## src/rtl/mips_ctrl_pkg.sv

```systemverilog
// Shared encodings for the multicycle MIPS control path: opcodes, FSM states
// and the mux/ALU select codes driven into the datapath.
package mips_ctrl_pkg;

    localparam logic [5:0] OP_RTYPE = 6'b000000;
    localparam logic [5:0] OP_LW    = 6'b100011;
    localparam logic [5:0] OP_SW    = 6'b101011;
    localparam logic [5:0] OP_BEQ   = 6'b000100;
    localparam logic [5:0] OP_ADDI  = 6'b001000;
    localparam logic [5:0] OP_J     = 6'b000010;

    typedef enum logic [3:0] {
        S_FETCH   = 4'd0,
        S_DECODE  = 4'd1,
        S_MEMADR  = 4'd2,
        S_MEMRD   = 4'd3,
        S_MEMWB   = 4'd4,
        S_MEMWR   = 4'd5,
        S_EXECUTE = 4'd6,
        S_ALUWB   = 4'd7,
        S_BRANCH  = 4'd8,
        S_ADDIEX  = 4'd9,
        S_ADDIWB  = 4'd10,
        S_JUMP    = 4'd11
    } state_t;

    localparam logic [1:0] ALU_ADD   = 2'b00;
    localparam logic [1:0] ALU_SUB   = 2'b01;
    localparam logic [1:0] ALU_FUNCT = 2'b10;

    localparam logic [1:0] SRCB_REG   = 2'b00;
    localparam logic [1:0] SRCB_FOUR  = 2'b01;
    localparam logic [1:0] SRCB_IMM   = 2'b10;
    localparam logic [1:0] SRCB_BROFF = 2'b11;

    localparam logic [1:0] PCSRC_ALU    = 2'b00;
    localparam logic [1:0] PCSRC_ALUOUT = 2'b01;
    localparam logic [1:0] PCSRC_JUMP   = 2'b10;

endpackage

```

## src/rtl/control_output_decoder.sv

```systemverilog
// Moore output decode: datapath controls from the current state, with memory
// stall suppressing the fetch write enables.
module control_output_decoder
    import mips_ctrl_pkg::*;
(
    input  logic [3:0] state,
    input  logic       stall,
    output logic       iord,
    output logic       ir_write,
    output logic       pc_write,
    output logic       branch,
    output logic       mem_write,
    output logic       reg_dst,
    output logic       mem_to_reg,
    output logic       reg_write,
    output logic       alu_src_a,
    output logic [1:0] alu_src_b,
    output logic [1:0] alu_op,
    output logic [1:0] pc_src
);

    always_comb begin
        iord       = 1'b0;
        ir_write   = 1'b0;
        pc_write   = 1'b0;
        branch     = 1'b0;
        mem_write  = 1'b0;
        reg_dst    = 1'b0;
        mem_to_reg = 1'b0;
        reg_write  = 1'b0;
        alu_src_a  = 1'b0;
        alu_src_b  = SRCB_REG;
        alu_op     = ALU_ADD;
        pc_src     = PCSRC_ALU;
        case (state_t'(state))
            S_FETCH: begin
                // A stalled fetch must not latch a half-read instruction or bump PC.
                ir_write  = ~stall;
                pc_write  = ~stall;
                alu_src_b = SRCB_FOUR;
            end
            S_DECODE: alu_src_b = SRCB_BROFF;
            S_MEMADR, S_ADDIEX: begin
                alu_src_a = 1'b1;
                alu_src_b = SRCB_IMM;
            end
            S_MEMRD: iord = 1'b1;
            S_MEMWR: begin
                iord      = 1'b1;
                mem_write = 1'b1;
            end
            S_MEMWB: begin
                mem_to_reg = 1'b1;
                reg_write  = 1'b1;
            end
            S_EXECUTE: begin
                alu_src_a = 1'b1;
                alu_op    = ALU_FUNCT;
            end
            S_ALUWB: begin
                reg_dst   = 1'b1;
                reg_write = 1'b1;
            end
            S_ADDIWB: reg_write = 1'b1;
            S_BRANCH: begin
                alu_src_a = 1'b1;
                alu_op    = ALU_SUB;
                pc_src    = PCSRC_ALUOUT;
                branch    = 1'b1;
            end
            S_JUMP: begin
                pc_src   = PCSRC_JUMP;
                pc_write = 1'b1;
            end
            default: ;
        endcase
    end

endmodule

```

## src/rtl/multicycle_control_unit.sv

```systemverilog
// Multicycle MIPS control FSM: state register and next-state logic; output
// decoding lives in control_output_decoder.
module multicycle_control_unit
    import mips_ctrl_pkg::*;
#(
    parameter int SUPPORT_ADDI = 1
) (
    input  logic       clk,
    input  logic       reset,
    input  logic [5:0] Opcode_i,
    input  logic       Stall_i,
    output logic       IorD_o,
    output logic       IR_Write_o,
    output logic       PC_Write_o,
    output logic       Branch_o,
    output logic       Mem_Write_o,
    output logic       Reg_Dst_o,
    output logic       Mem_to_Reg_o,
    output logic       Reg_Write_o,
    output logic       ALU_Src_A_o,
    output logic [1:0] ALU_Src_B_o,
    output logic [1:0] ALU_Op_o,
    output logic [1:0] PC_Src_o,
    output logic       Illegal_o,
    output logic [3:0] State_o
);

    state_t state_reg;
    state_t state_next;
    logic   illegal;

    logic       dec_iord, dec_ir_write, dec_pc_write, dec_branch, dec_mem_write;
    logic       dec_reg_dst, dec_mem_to_reg, dec_reg_write, dec_alu_src_a;
    logic [1:0] dec_alu_src_b, dec_alu_op, dec_pc_src;

    always_ff @(posedge clk or negedge reset) begin
        if (!reset) begin
            state_reg <= S_FETCH;
        end else begin
            state_reg <= state_next;
        end
    end

    always_comb begin
        state_next = S_FETCH;
        illegal    = 1'b0;
        case (state_reg)
            S_FETCH:   state_next = Stall_i ? S_FETCH : S_DECODE;
            S_DECODE: begin
                case (Opcode_i)
                    OP_RTYPE:     state_next = S_EXECUTE;
                    OP_LW, OP_SW: state_next = S_MEMADR;
                    OP_BEQ:       state_next = S_BRANCH;
                    OP_J:         state_next = S_JUMP;
                    OP_ADDI: begin
                        if (SUPPORT_ADDI != 0) state_next = S_ADDIEX;
                        else                   illegal    = 1'b1;
                    end
                    default:      illegal = 1'b1;
                endcase
            end
            S_MEMADR:  state_next = (Opcode_i == OP_SW) ? S_MEMWR : S_MEMRD;
            S_MEMRD:   state_next = Stall_i ? S_MEMRD : S_MEMWB;
            S_MEMWR:   state_next = Stall_i ? S_MEMWR : S_FETCH;
            S_EXECUTE: state_next = S_ALUWB;
            S_ADDIEX:  state_next = S_ADDIWB;
            default:   state_next = S_FETCH;
        endcase
    end

    control_output_decoder u_decoder (
        .state      (state_reg),
        .stall      (Stall_i),
        .iord       (dec_iord),
        .ir_write   (dec_ir_write),
        .pc_write   (dec_pc_write),
        .branch     (dec_branch),
        .mem_write  (dec_mem_write),
        .reg_dst    (dec_reg_dst),
        .mem_to_reg (dec_mem_to_reg),
        .reg_write  (dec_reg_write),
        .alu_src_a  (dec_alu_src_a),
        .alu_src_b  (dec_alu_src_b),
        .alu_op     (dec_alu_op),
        .pc_src     (dec_pc_src)
    );

    // FETCH still decodes write enables, so everything is blanked while reset is held.
    assign IorD_o       = reset & dec_iord;
    assign IR_Write_o   = reset & dec_ir_write;
    assign PC_Write_o   = reset & dec_pc_write;
    assign Branch_o     = reset & dec_branch;
    assign Mem_Write_o  = reset & dec_mem_write;
    assign Reg_Dst_o    = reset & dec_reg_dst;
    assign Mem_to_Reg_o = reset & dec_mem_to_reg;
    assign Reg_Write_o  = reset & dec_reg_write;
    assign ALU_Src_A_o  = reset & dec_alu_src_a;
    assign ALU_Src_B_o  = {2{reset}} & dec_alu_src_b;
    assign ALU_Op_o     = {2{reset}} & dec_alu_op;
    assign PC_Src_o     = {2{reset}} & dec_pc_src;
    assign Illegal_o    = reset & illegal;
    assign State_o      = state_reg;

endmodule
```

## config.mk

```make
export PLATFORM = sky130hd
export DESIGN_NAME = multicycle_control_unit
export DESIGN_NICKNAME = d
export VERILOG_FILES = /design/src/rtl/mips_ctrl_pkg.sv /design/src/rtl/control_output_decoder.sv /design/src/rtl/multicycle_control_unit.sv
export SDC_FILE = /design/constraint.sdc
export NUM_CORES = 1
export LEC_CHECK = 0
export BUFFER_PORTS_ARGS = -buffer_cell sky130_fd_sc_hd__buf_2
export CAP_MARGIN = 10
export CORE_AREA = 2 2 39 41
export DETAILED_ROUTE_END_ITERATION = 8
export DIE_AREA = 0 0 41 43
export PLACE_DENSITY = 0.74
export SETUP_SLACK_MARGIN = 0.05
export SLEW_MARGIN = 20
export SYNTH_ARGS = -nofsm -noshare
export SYNTH_HDL_FRONTEND = slang
export SYNTH_SLANG_ARGS = --single-unit
```

## constraint.sdc

```tcl
create_clock -name clk -period 1.7 [get_ports clk]
set_clock_uncertainty 0.1 [all_clocks]
set_input_delay 0.17 -clock clk [delete_from_list [all_inputs] [get_ports clk]]
set_output_delay 0.17 -clock clk [all_outputs]
set_load 0.1 [all_outputs]
```

==> results of run 1 <==
-- cells in the mapped netlist, drive strengths merged, types with 2 or more instances --
cell type	count	area (sq um)
buf	3	26.3
nor3b	6	45.0
dfrtp	4	100
o21ai	4	20.0
nand2	3	11.3
nor2	16	60.1
and3b	2	20.0
nor3	3	15.0
nand2b	7	43.8
clkbuf	2	7.51
o2111ai	2	17.5
nor2b	2	12.5
o21a	2	15.0
a31oi	2	12.5
-- kinds of logic after synthesis --
family,after synthesis
buf+inv,6
compound gates,16
simple gates,49
xor+xnor,2
flops,4
-- stage by stage --
| step | setup TNS [ps] | cells | hold slack, ps | setup slack (ps) | instance area (sq um) |
|---|---|---|---|---|---|
| after floorplan | -4210 | 77 | -226 | -673 | 773 |
| after global placement | 0 | 126 | -69.2 | 95.4 | 1180 |
| after detailed placement | 0 | 126 | -68.9 | 11.4 | 1180 |
==> results.md, run 1 <==
- Run status: did not finish
- Last stage reached: clock tree synthesis (4_1_cts)
- Error that stopped the run: [ERROR DPL-0033] detailed placement checks failed during check placement.
- Initial Utilization: 0.394
- Proportion of synthesized area in mux cells: 0
- Basic-gate share of the synthesized area counting and, or, nand and nor cells: 0.511
- Postcts setup bufs: 11
- Max Buffers Root-to-Sink: 2
- Synth Area in XOR/XNOR: 0.0321
- Placement Rows: 14
- Clock Sink Count: 4
- HPWL after detailed placement: 1.46 mm
- Die Y-Extent: 43 um
- Fraction of synthesis flops using an asynchronous set or reset pin: 1.00
- Post-synthesis register bit count: 4
- Synthesized area per cell: 7.08 sq um
- Area share of fa/ha/maj cells after synthesis: 0
- Yosys warning count: 0
- Root Buffer Master: clkbuf_4
- Unique cell type count in the Yosys netlist: 35
- Sequential cell area fraction in the yosys report: 0.183
- Synth Cell Area: 546 sq um
- H-tree depth reported by CTS: 1
- Number of enable-type register cells in the synthesized netlist: 0
- Number of buffers created by CTS: 3
- Dominant combinational cell family by area after synthesis: simple AND/OR/NAND/NOR gates
- Post-Synthesis Net Count: 86
- Placer Congestion: 0.867
- Compound-gate portion of the synthesized area: 0.204
- Resized cells post-CTS: 8
- Hold_buf cts: 2
- Die outline width: a little over 40 um
- Port buffer count: 28
- Top FF cell, synth: dfrtp_1
- Syn Inst Count: 77
- IO Count: 29
==> run 2: changes to the inputs <==
Settings changed: CORE_AREA 2 2 39 41 to 2 2 63 65, DIE_AREA 0 0 41 43 to 0 0 65 67, PLACE_DENSITY 0.74 to default, PLACE_DENSITY_LB_ADDON from default to 0.15, SETUP_SLACK_MARGIN 0.05 to default.
==> results.md, run 2 <==
- Arrival time of the worst setup path: 1480 ps
- Power density of the placed cells: roughly 1600 nW/um^2
- Basic-gate share of the synthesized area counting and, or, nand and nor cells: 0.511
- Max FFs per register: 4
- Slew margin rel.: 0.675
- Total routed wirelength: 2.07 mm
- Required time at the worst-slack endpoint: approximately 1400 ps
- Synthesized area per cell: 7.08 sq um
- Root Buffer Master: clkbuf_8
- Maximum number of pins on one net before global-route repair: 9
- Cell repeated most along the worst path: nor2_4
- Via Count: roughly 760
- # DRC: 0
- Dominant combinational cell family by area after synthesis: simple AND/OR/NAND/NOR gates
- Die Y-Extent: 67 um
- Final critical-path setup slack: -54.0 ps
- IO Count: 29
- Iteration count of the initial detailed-routing pass: 4
- H-tree depth reported by CTS: 1
- Final-layout worst hold slack: 209 ps
- Area growth from synthesis to layout: 167%
- Antenna cell count: 0
- Post-place instance area: 1220 sq um
- Yosys warning count: 0
- Slowest cell delay on critical path: between 500 and 600 ps
- Top cells by area in the synthesized netlist: dfrtp_1 (18%), nor2_1 (11%), nor3b_1 (8.3%)
- Transition time at the pin with the least slew margin: around 500 ps
- Placement Rows: 22
- Aggregate global-route resource usage: 0.109
- Final antenna-violating net count: 0
- Global-route wire length before repair: 3.71 mm
- Max Buffers Root-to-Sink: 2
- Sum of buffers and inverters on the critical path: 2
- Commonest non-fill, non-tap cells in the layout: buf_4 (17), buf_12 (16), buf_2 (12), nor2_4 (11)
- Share of Yosys cell area claimed by the top area cell type: 0.183
- Vias in the first global route: 801
- Commonest non-fill, non-tap cell in the layout: buf_4
- DR iter-0 viols: 20
- Cell with the most instances after synthesis: nor2_1
- Dominant delay contributor by cell family on the critical path: flip-flops
- Initial Utilization: 0.151
- Peak VDD IR: 0.753 mV
- Type of element launching the critical path: flop
- Power Total: 2.40 mW
- Cell type with the largest total area after synthesis: dfrtp_1
- Routed WL per cell: around 12 um
- Final Net Count: 138
- Proportion of synthesized area in mux cells: 0
- Peak Freq: 570 MHz
- Synth Area in XOR/XNOR: 0.0321
- Clock latency of the later-clocked register in the worst-skew pair: 210 ps
- Post-synthesis register bit count: 4
- Unrepaired setup endpoints after global routing: yes
- Post-layout minimum cycle time: ~1800 ps
- Via-to-Cell Ratio: 4.35
- Leak Pwr: 0.563 nW
- Number of endpoints with negative hold slack in the final report: 0
- Fraction of final layout cells sized beyond drive strength 1: 0.709
- Run status: complete, but fails checks
- Sequential cell area fraction in the yosys report: 0.183
- Placer Congestion: 0.689
- Top FF cell, synth: dfrtp_1
- Dpl cells: 158
- Number of antenna violations at the first check in global routing: 0
- Violations in the final reports: setup timing
- Overall overflow remaining after global route: 0
- Setup violators final: 6
- Number of maximum-capacitance constraint violations: 0
- Unique cell type count in the Yosys netlist: 35
- Synth Cell Area: around 550 sq um
- Compound-gate portion of the synthesized area: 0.204
- Syn Inst Count: 77
- Core region area: ~3600 sq um
- Kind of end point of the critical path: primary output
- Clock tree from TritonCTS: yes
- Crit path cell chain: buf_6 > nor2_4 > nand2_4 > nor2_4 > buf_12
- Die outline width: approximately 65 um
- Number of enable-type register cells in the synthesized netlist: 0
- Area share of fa/ha/maj cells after synthesis: 0
- Clock Pin Slew Worst Setup and Hold Paths: 30 ps
- Non-filler cells, final: 175
- Synth top cells by count: nor2_1 (16), nand2b_1 (7), nor3b_1 (6)
- Startpoint-to-endpoint class of the critical path: flop to primary output
- Fraction of synthesis flops using an asynchronous set or reset pin: 1.00
- Count of final max-slew check failures: 0
- Number of buffers created by CTS: 3
- Highest fanout seen on the critical path: 8
- Type of the most critical hold path: primary input to flop
- HPWL after detailed placement: 1.60 mm
- Port buffer count: 28
- Die ar.: approximately 4400 sq um
- Period Utilization, post-route: 1.03
- Final design area excluding fillers: 1460 sq um
- Post-Synthesis Net Count: between 80 and 90
- Max stage delay cell, worst path: dfrtp_4
- Clock Sink Count: 4
==> run 2: cell counts after synthesis <==
Identical to the previous run, type by type.
==> run 2: power by group <==
group | total, mW | internal [mW] | switching (mW) | leakage, nW
combinational | 1.97 | 0.786 | 1.18 | 0.495
sequential | 0.240 | 0.148 | 0.0924 | 0.0465
clock | 0.195 | 0.151 | 0.0445 | 0.0216
total | 2.40 | 1.08 | 1.32 | 0.563
==> run 2: final timing paths <==
path                                  start           to  slack [ps]  depth (start not counted)
worst min-delay path            Opcode_i[4]   State_o[0]         210                          4
worst max-delay path             State_o[1]  PC_Src_o[0]         -50                          5
worst min register to register   State_o[1]   State_o[1]         710                          3
min in group asynchronous             reset   State_o[1]         540                          3
worst max register to register   State_o[0]   State_o[2]          30                          4
max in group asynchronous             reset   State_o[3]         760                          3
==> run 2: layout make-up <==
class                      count  area, sq um
multi-input combinational     67          648
fill                         365         2150
clock buffer                   3         41.3
timing repair buffer          52          589
tap                           48         60.1
inverter                       1         3.75
sequential                     4          115
==> run 2: kinds of logic (layout without fill, tap and decap cells) <==
| logic type | count (synthesis) | in the layout |
|---|---|---|
| compound gates | 16 | 16 |
| xor+xnor | 2 | 2 |
| buf+inv | 6 | 56 |
| flops | 4 | 4 |
| simple gates | 49 | 49 |
==> run 2: through the flow <==
step	worst slack, ps	TNS, ps	utilization
4_1_cts	-49.2	-202	0.385
6_report	-54.0	-203	0.404
3_3_place_gp	84.2	0	0.338
3_5_place_dp	68.9	0	0.338
2_1_floorplan	-673	-4210	-
5_1_grt	-130	-793	0.404
==> run 2: metal layers <==
layer,global-route usage,up-vias,wire length [um]
met5,0,-,0
met4,0.0239,0,0
met3,0.0236,0,116
met2,0.201,21,1110
met1,0.128,358,838
li1,-,383,-
==> run 2: timing repair <==
item | 4_1_cts | 5_1_grt
endpoints found under the setup margin | 13 | 16
pin swaps | 7 | 7
hold buffers | 1 | 0
setup buffers | 11 | 2
gates resized for setup | 9 | 10
endpoints found under the hold margin | 4 | 0
==> run 2: worst min-delay path, stage by stage <==
cell and delay, ps:
buf_2 100, nor3_1 60, nand4_1 90, o21ai_1 60
Power figures use the tool's default switching activity.
==> run 3: changes to the inputs <==
Settings changed: BUFFER_PORTS_ARGS -buffer_cell sky130_fd_sc_hd__buf_2 to -buffer_cell sky130_fd_sc_hd__clkbuf_2.
==> results.md, run 3 (synthesis gave the netlist of run 2 again) <==
- Antenna cell count: 0
- Aggregate global-route resource usage: 0.113
- Power density of the placed cells: 1660 nW/um^2
- Post-place instance area: 1280 sq um
- Via Count: 751
- Arrival time of the worst setup path: 1500 ps
- Global-route wire length before repair: 3.85 mm
- Clock tree from TritonCTS: yes
- Pre-CTS worst setup slack: around 80 ps
- Die Y-Extent: 67 um
- Clock Pin Slew Worst Setup and Hold Paths: 30 ps
- Final design area excluding fillers: approximately 1500 sq um
- Placement Rows: 22
- Crit path cell chain: or3_4 > o22ai_4 > buf_12
- Maximum number of pins on one net before global-route repair: 9
- Required time at the worst-slack endpoint: about 1400 ps
- Period Utilization, post-route: 1.04
- Number of endpoints with negative hold slack in the final report: 0
- Vias in the first global route: 809
- Clock Sink Count: 4
- Overall overflow remaining after global route: 0
- Die ar.: around 4400 sq um
- Placer Congestion: slightly below 0.7
- Die outline width: 65 um
- Startpoint-to-endpoint class of the critical path: flop to primary output
- Area growth from synthesis to layout: 175%
- Fraction of final layout cells sized beyond drive strength 1: 0.718
- Number of maximum-capacitance constraint violations: 0
- # DRC: 0
- Transition time at the pin with the least slew margin: 332 ps
- Unrepaired setup endpoints after global routing: yes
- Max Buffers Root-to-Sink: 2
- Kind of end point of the critical path: primary output
- Core region area: 3610 sq um
- IO Count: 29
- Commonest non-fill, non-tap cell in the layout: buf_12
- Final Net Count: ~140
- Slowest cell delay on critical path: 510 ps
- Run status: complete, but fails checks
- Final critical-path setup slack: -67.7 ps
- Sum of buffers and inverters on the critical path: 1
- Total routed wirelength: 2.10 mm
- Max stage delay cell, worst path: dfrtp_4
- Dpl cells: 160
- Count of final max-slew check failures: 0
- DR iter-0 viols: 13
- Peak Freq: 566 MHz
- Iteration count of the initial detailed-routing pass: 4
- Type of the most critical hold path: primary input to flop
- Port buffer count: 28
- Global-route met3 utilization: 0.0186
- Routed WL per cell: 12.2 um
- Via-to-Cell Ratio: 4.37
- Power Total: 2.50 mW
- Clock latency of the later-clocked register in the worst-skew pair: 210 ps
- Register-to-register path setup slack: 30 ps
- Startpoint of the lowest-slack register-to-register path: State_o[0]
- Hold path startpoint: Opcode_i[4]
- Highest fanout seen on the critical path: 7
- Final antenna-violating net count: 0
- Crit path from: State_o[2]
- Commonest non-fill, non-tap cells in the layout: buf_12 (19), buf_4 (14), nor2_4 (11), clkbuf_2 (8), buf_6 (7)
- H-tree depth reported by CTS: 1
- Met1 capacity usage during global routing: 0.133
- Number of antenna violations at the first check in global routing: 0
- Root Buffer Master: clkbuf_8
- HPWL after detailed placement: 1.58 mm
- Dominant delay contributor by cell family on the critical path: flip-flops
- Global-route layer with the greatest usage: met2
- Number of buffers created by CTS: 3
- Leak Pwr: 0.563 nW
- Peak VDD IR: 0.820 mV
- Max FFs per register: 4
- Post-layout minimum cycle time: 1770 ps
- Initial Utilization: 0.151
- Non-filler cells, final: about 170
- Global routing usage on met2: 0.204
- Type of element launching the critical path: flop
- Setup violators final: 12
- Violations in the final reports: setup timing
- Slew margin rel.: 0.777
## run 3: cell count changes in the layout (fill, tap and decap cells not counted), sizes merged
cell / before / now
buf: 51 / 40
clkbuf: 3 / 11
## run 3: final cells by class
cell class | count | area (sq um)
sequential | 4 | 115
tap | 48 | 60.1
timing repair buffer | 49 | 614
multi-input combinational | 67 | 667
inverter | 1 | 3.75
clock buffer | 3 | 41.3
fill | 356 | 2100
## run 3: worst paths after layout
check                      cells after the start          to
setup / recovery                               3  PC_Write_o
hold / removal                                 4  State_o[0]
setup reg to reg                               4  State_o[2]
hold reg to reg                                2  State_o[2]
max in group asynchronous                      3  State_o[0]
min in group asynchronous                      3  State_o[1]
## run 3: repair_timing
item / 4_1_cts / 5_1_grt
hold buffers: 1 / 0
gates resized for setup: 15 / 7
setup endpoints to repair: 15 / 18
pin swaps: 10 / 6
setup buffers: 7 / 1
hold endpoints to repair: 4 / 0
## run 3: power by group
group | internal, mW | switching (mW) | leakage, nW
combinational | 0.861 | 1.18 | 0.495
sequential | 0.148 | 0.116 | 0.0465
clock | 0.151 | 0.0465 | 0.0216
total | 1.16 | 1.34 | 0.563
## run 3: metal layers
metal	vias up	routed length, um
met5	-	0
met4	0	24
met3	4	110
met2	22	1120
met1	350	850
li1	375	-
## run 3: per-stage QoR
stage	utilization	hold WS [ps]	setup TNS [ps]
finish	0.416	209	-424
detailed placement	0.355	122	0
global route	0.416	275	-1060
floorplan	-	-226	-4210
global placement	0.355	115	0
CTS	0.402	207	-549
## run 3: worst register-to-register path, cell delays in order, from the launching register on
cell      delay, ps
dfrtp_4         530
buf_6           160
nand4b_1        170
or4_1           400
a31oi_1         200
==> run 4: changes to the inputs <==
Settings changed: MAX_ROUTING_LAYER from default to met4, PLACE_DENSITY from default to 0.45, PLACE_DENSITY_LB_ADDON 0.15 to default.
==> results.md, run 4 (synthesis gave the netlist of run 2 again) <==
- Run status: complete, but fails checks
- Violations in the final reports: setup timing
- Vias in the first global route: 769
- Final-layout worst hold slack: ~230 ps
- Slew margin rel.: 0.636
- # DRC: 0
- Count of final max-slew check failures: 0
- Overall overflow remaining after global route: 0
- Proportion of power drawn by the clock network: 0.083
- Antenna cell count: 0
- Clock latency of the later-clocked register in the worst-skew pair: 210 ps
- Number of antenna violations at the first check in global routing: 0
- Endpoint of the lowest-slack register-to-register path: State_o[2]
- Via-to-Cell Ratio: 4.36
- Die outline width: 65 um
- Highest fanout seen on the critical path: 7
- Count of filler cells inserted in the layout: 359
- Type of element launching the critical path: flop
- Core region area: 3610 sq um
- Fraction of final layout cells sized beyond drive strength 1: 0.698
- Max Buffers Root-to-Sink: 2
- Type of the most critical hold path: primary input to flop
- Crit path from: State_o[2]
- Clock Sink Count: 4
- Final critical-path setup slack: -62.4 ps
- Placer Congestion: 0.796
- Setup TNS: -296 ps
- Post-layout minimum cycle time: 1760 ps
- Die Y-Extent: 67 um
- Number of maximum-capacitance constraint violations: 0
- Final Net Count: between 100 and 150
- Peak Freq: 567 MHz
- Initial Utilization: 0.151
- Commonest non-fill, non-tap cell in the layout: buf_4
- Die ar.: around 4400 sq um
- Via Count: about 770
- Startpoint of the lowest-slack register-to-register path: State_o[0]
- Net Switching: 1.30 mW
- Transition time at the pin with the least slew margin: 548 ps
- Root Buffer Master: clkbuf_8
- DR iter-0 viols: 25
- Number of endpoints with negative hold slack in the final report: 0
- Required time at the worst-slack endpoint: 1430 ps
- Unrepaired setup endpoints after global routing: yes
- Net switching share of the total power: 0.555
- Area growth from synthesis to layout: 163%
- Port buffer count: 28
- Setup violators final: 11
- Routed WL per cell: 12.1 um
- Reg2Reg Depth: 4
- Worst setup path endpoint: PC_Write_o
- Leak Pwr: 0.556 nW
- Iteration count of the initial detailed-routing pass: 4
- Power density of the placed cells: 1640 nW/um^2
- Logic pwr share: 0.823
- Maximum number of pins on one net before global-route repair: 10
- Arrival time of the worst setup path: 1490 ps
- IO Count: 29
- HPWL after detailed placement: between 1.5 and 2 mm
- Number of buffers created by CTS: 3
- Aggregate global-route resource usage: 0.107
- Clock Pin Slew Worst Setup and Hold Paths: 30 ps
- Total routed wirelength: 2.15 mm
- Int Power: 1.04 mW
- Global-route wire length before repair: 3.54 mm
- Final antenna-violating net count: 0
- Startpoint-to-endpoint class of the critical path: flop to primary output
- Fraction of power consumed by sequential logic: 0.095
- Placement Rows: 22
- Register-to-register path setup slack: 50 ps
- Peak VDD IR: 0.397 mV
- Period Utilization, post-route: 1.04
- Commonest non-fill, non-tap cells in the layout: buf_4 (23), buf_12 (16), nor2_4 (12), clkbuf_2 (12), nand2b_1 (5)
- Clock tree from TritonCTS: yes
- H-tree depth reported by CTS: 1
- Max FFs per register: 4
- Kind of end point of the critical path: primary output
run 4: changes by cell type in the layout (fill, tap and decap cells not counted), moves of 2 or more:
cell,delta
buf_4,+9
buf_6,-5
buf_12,-3
clkbuf_2,+4
nand2b_4,-2
nand2b_1,+2
run 4: critical path: stages (launching register included):
cell and delay, ps:
dfrtp_4 510, or3_4 430, o22ai_4 140, buf_12 200
run 4: power by group through the flow:
stage          sequential [mW]  clock (mW)  combinational (mW)
2_1_floorplan            0.412           0                1.03
3_3_place_gp             0.256           0                1.61
4_1_cts                  0.222       0.201                1.88
6_report                 0.222       0.194                1.93
5_1_grt                  0.231       0.208                2.02
3_5_place_dp             0.262           0                1.62
run 4: layer usage:
metal  vias up  share of wire  GRT usage
met3         0          0.040     0.0220
met2        17           0.55      0.197
met1       364           0.40      0.114
met5         -              0          -
met4         0              0     0.0372
li1        391              -          -
run 4: repair_timing:
| action | 4_1_cts | 5_1_grt |
|---|---|---|
| setup endpoints to repair | 14 | 16 |
| resized for setup | 10 | 6 |
| gates cloned | 0 | 0 |
| pin swaps | 9 | 4 |
| hold buffers | 1 | 0 |
| setup buffers | 14 | 2 |
| hold endpoints to repair | 4 | 0 |
run 4: worst min path at each step:
stage | startpoint | end | slack [ps] | cells past startpoint
after floorplan | reset | State_o[0] | -230 | 0
after global placement | reset | State_o[0] | -50 | 1
after detailed placement | reset | State_o[2] | -50 | 1
after CTS | Opcode_i[4] | State_o[0] | 220 | 4
after global routing | Opcode_i[4] | State_o[0] | 260 | 4
final | Opcode_i[4] | State_o[0] | 230 | 4
run 4: cell type report:
class | instances | area [sq um] | share of cell area
multi-input cells | 67 | 627 | 0.438
clock buffers | 3 | 41.3 | 0.0288
repair buffers | 54 | 586 | 0.409
well taps | 48 | 60.1 | 0.0419
flip-flops and latches | 4 | 115 | 0.0803
inverters | 1 | 3.75 | 0.00262
run 4: through the flow:
step                utilization  cell area, sq um  worst slack (ps)  cells  power, mW
finish                    0.397              1430             -62.4    177       2.35
global route              0.397              1430              -103    177       2.46
CTS                       0.388              1400             -69.3    175       2.31
detailed placement        0.336              1210              91.4    157       1.88
global placement          0.336              1210               102    157       1.87
floorplan                     -               773              -673     77       1.44
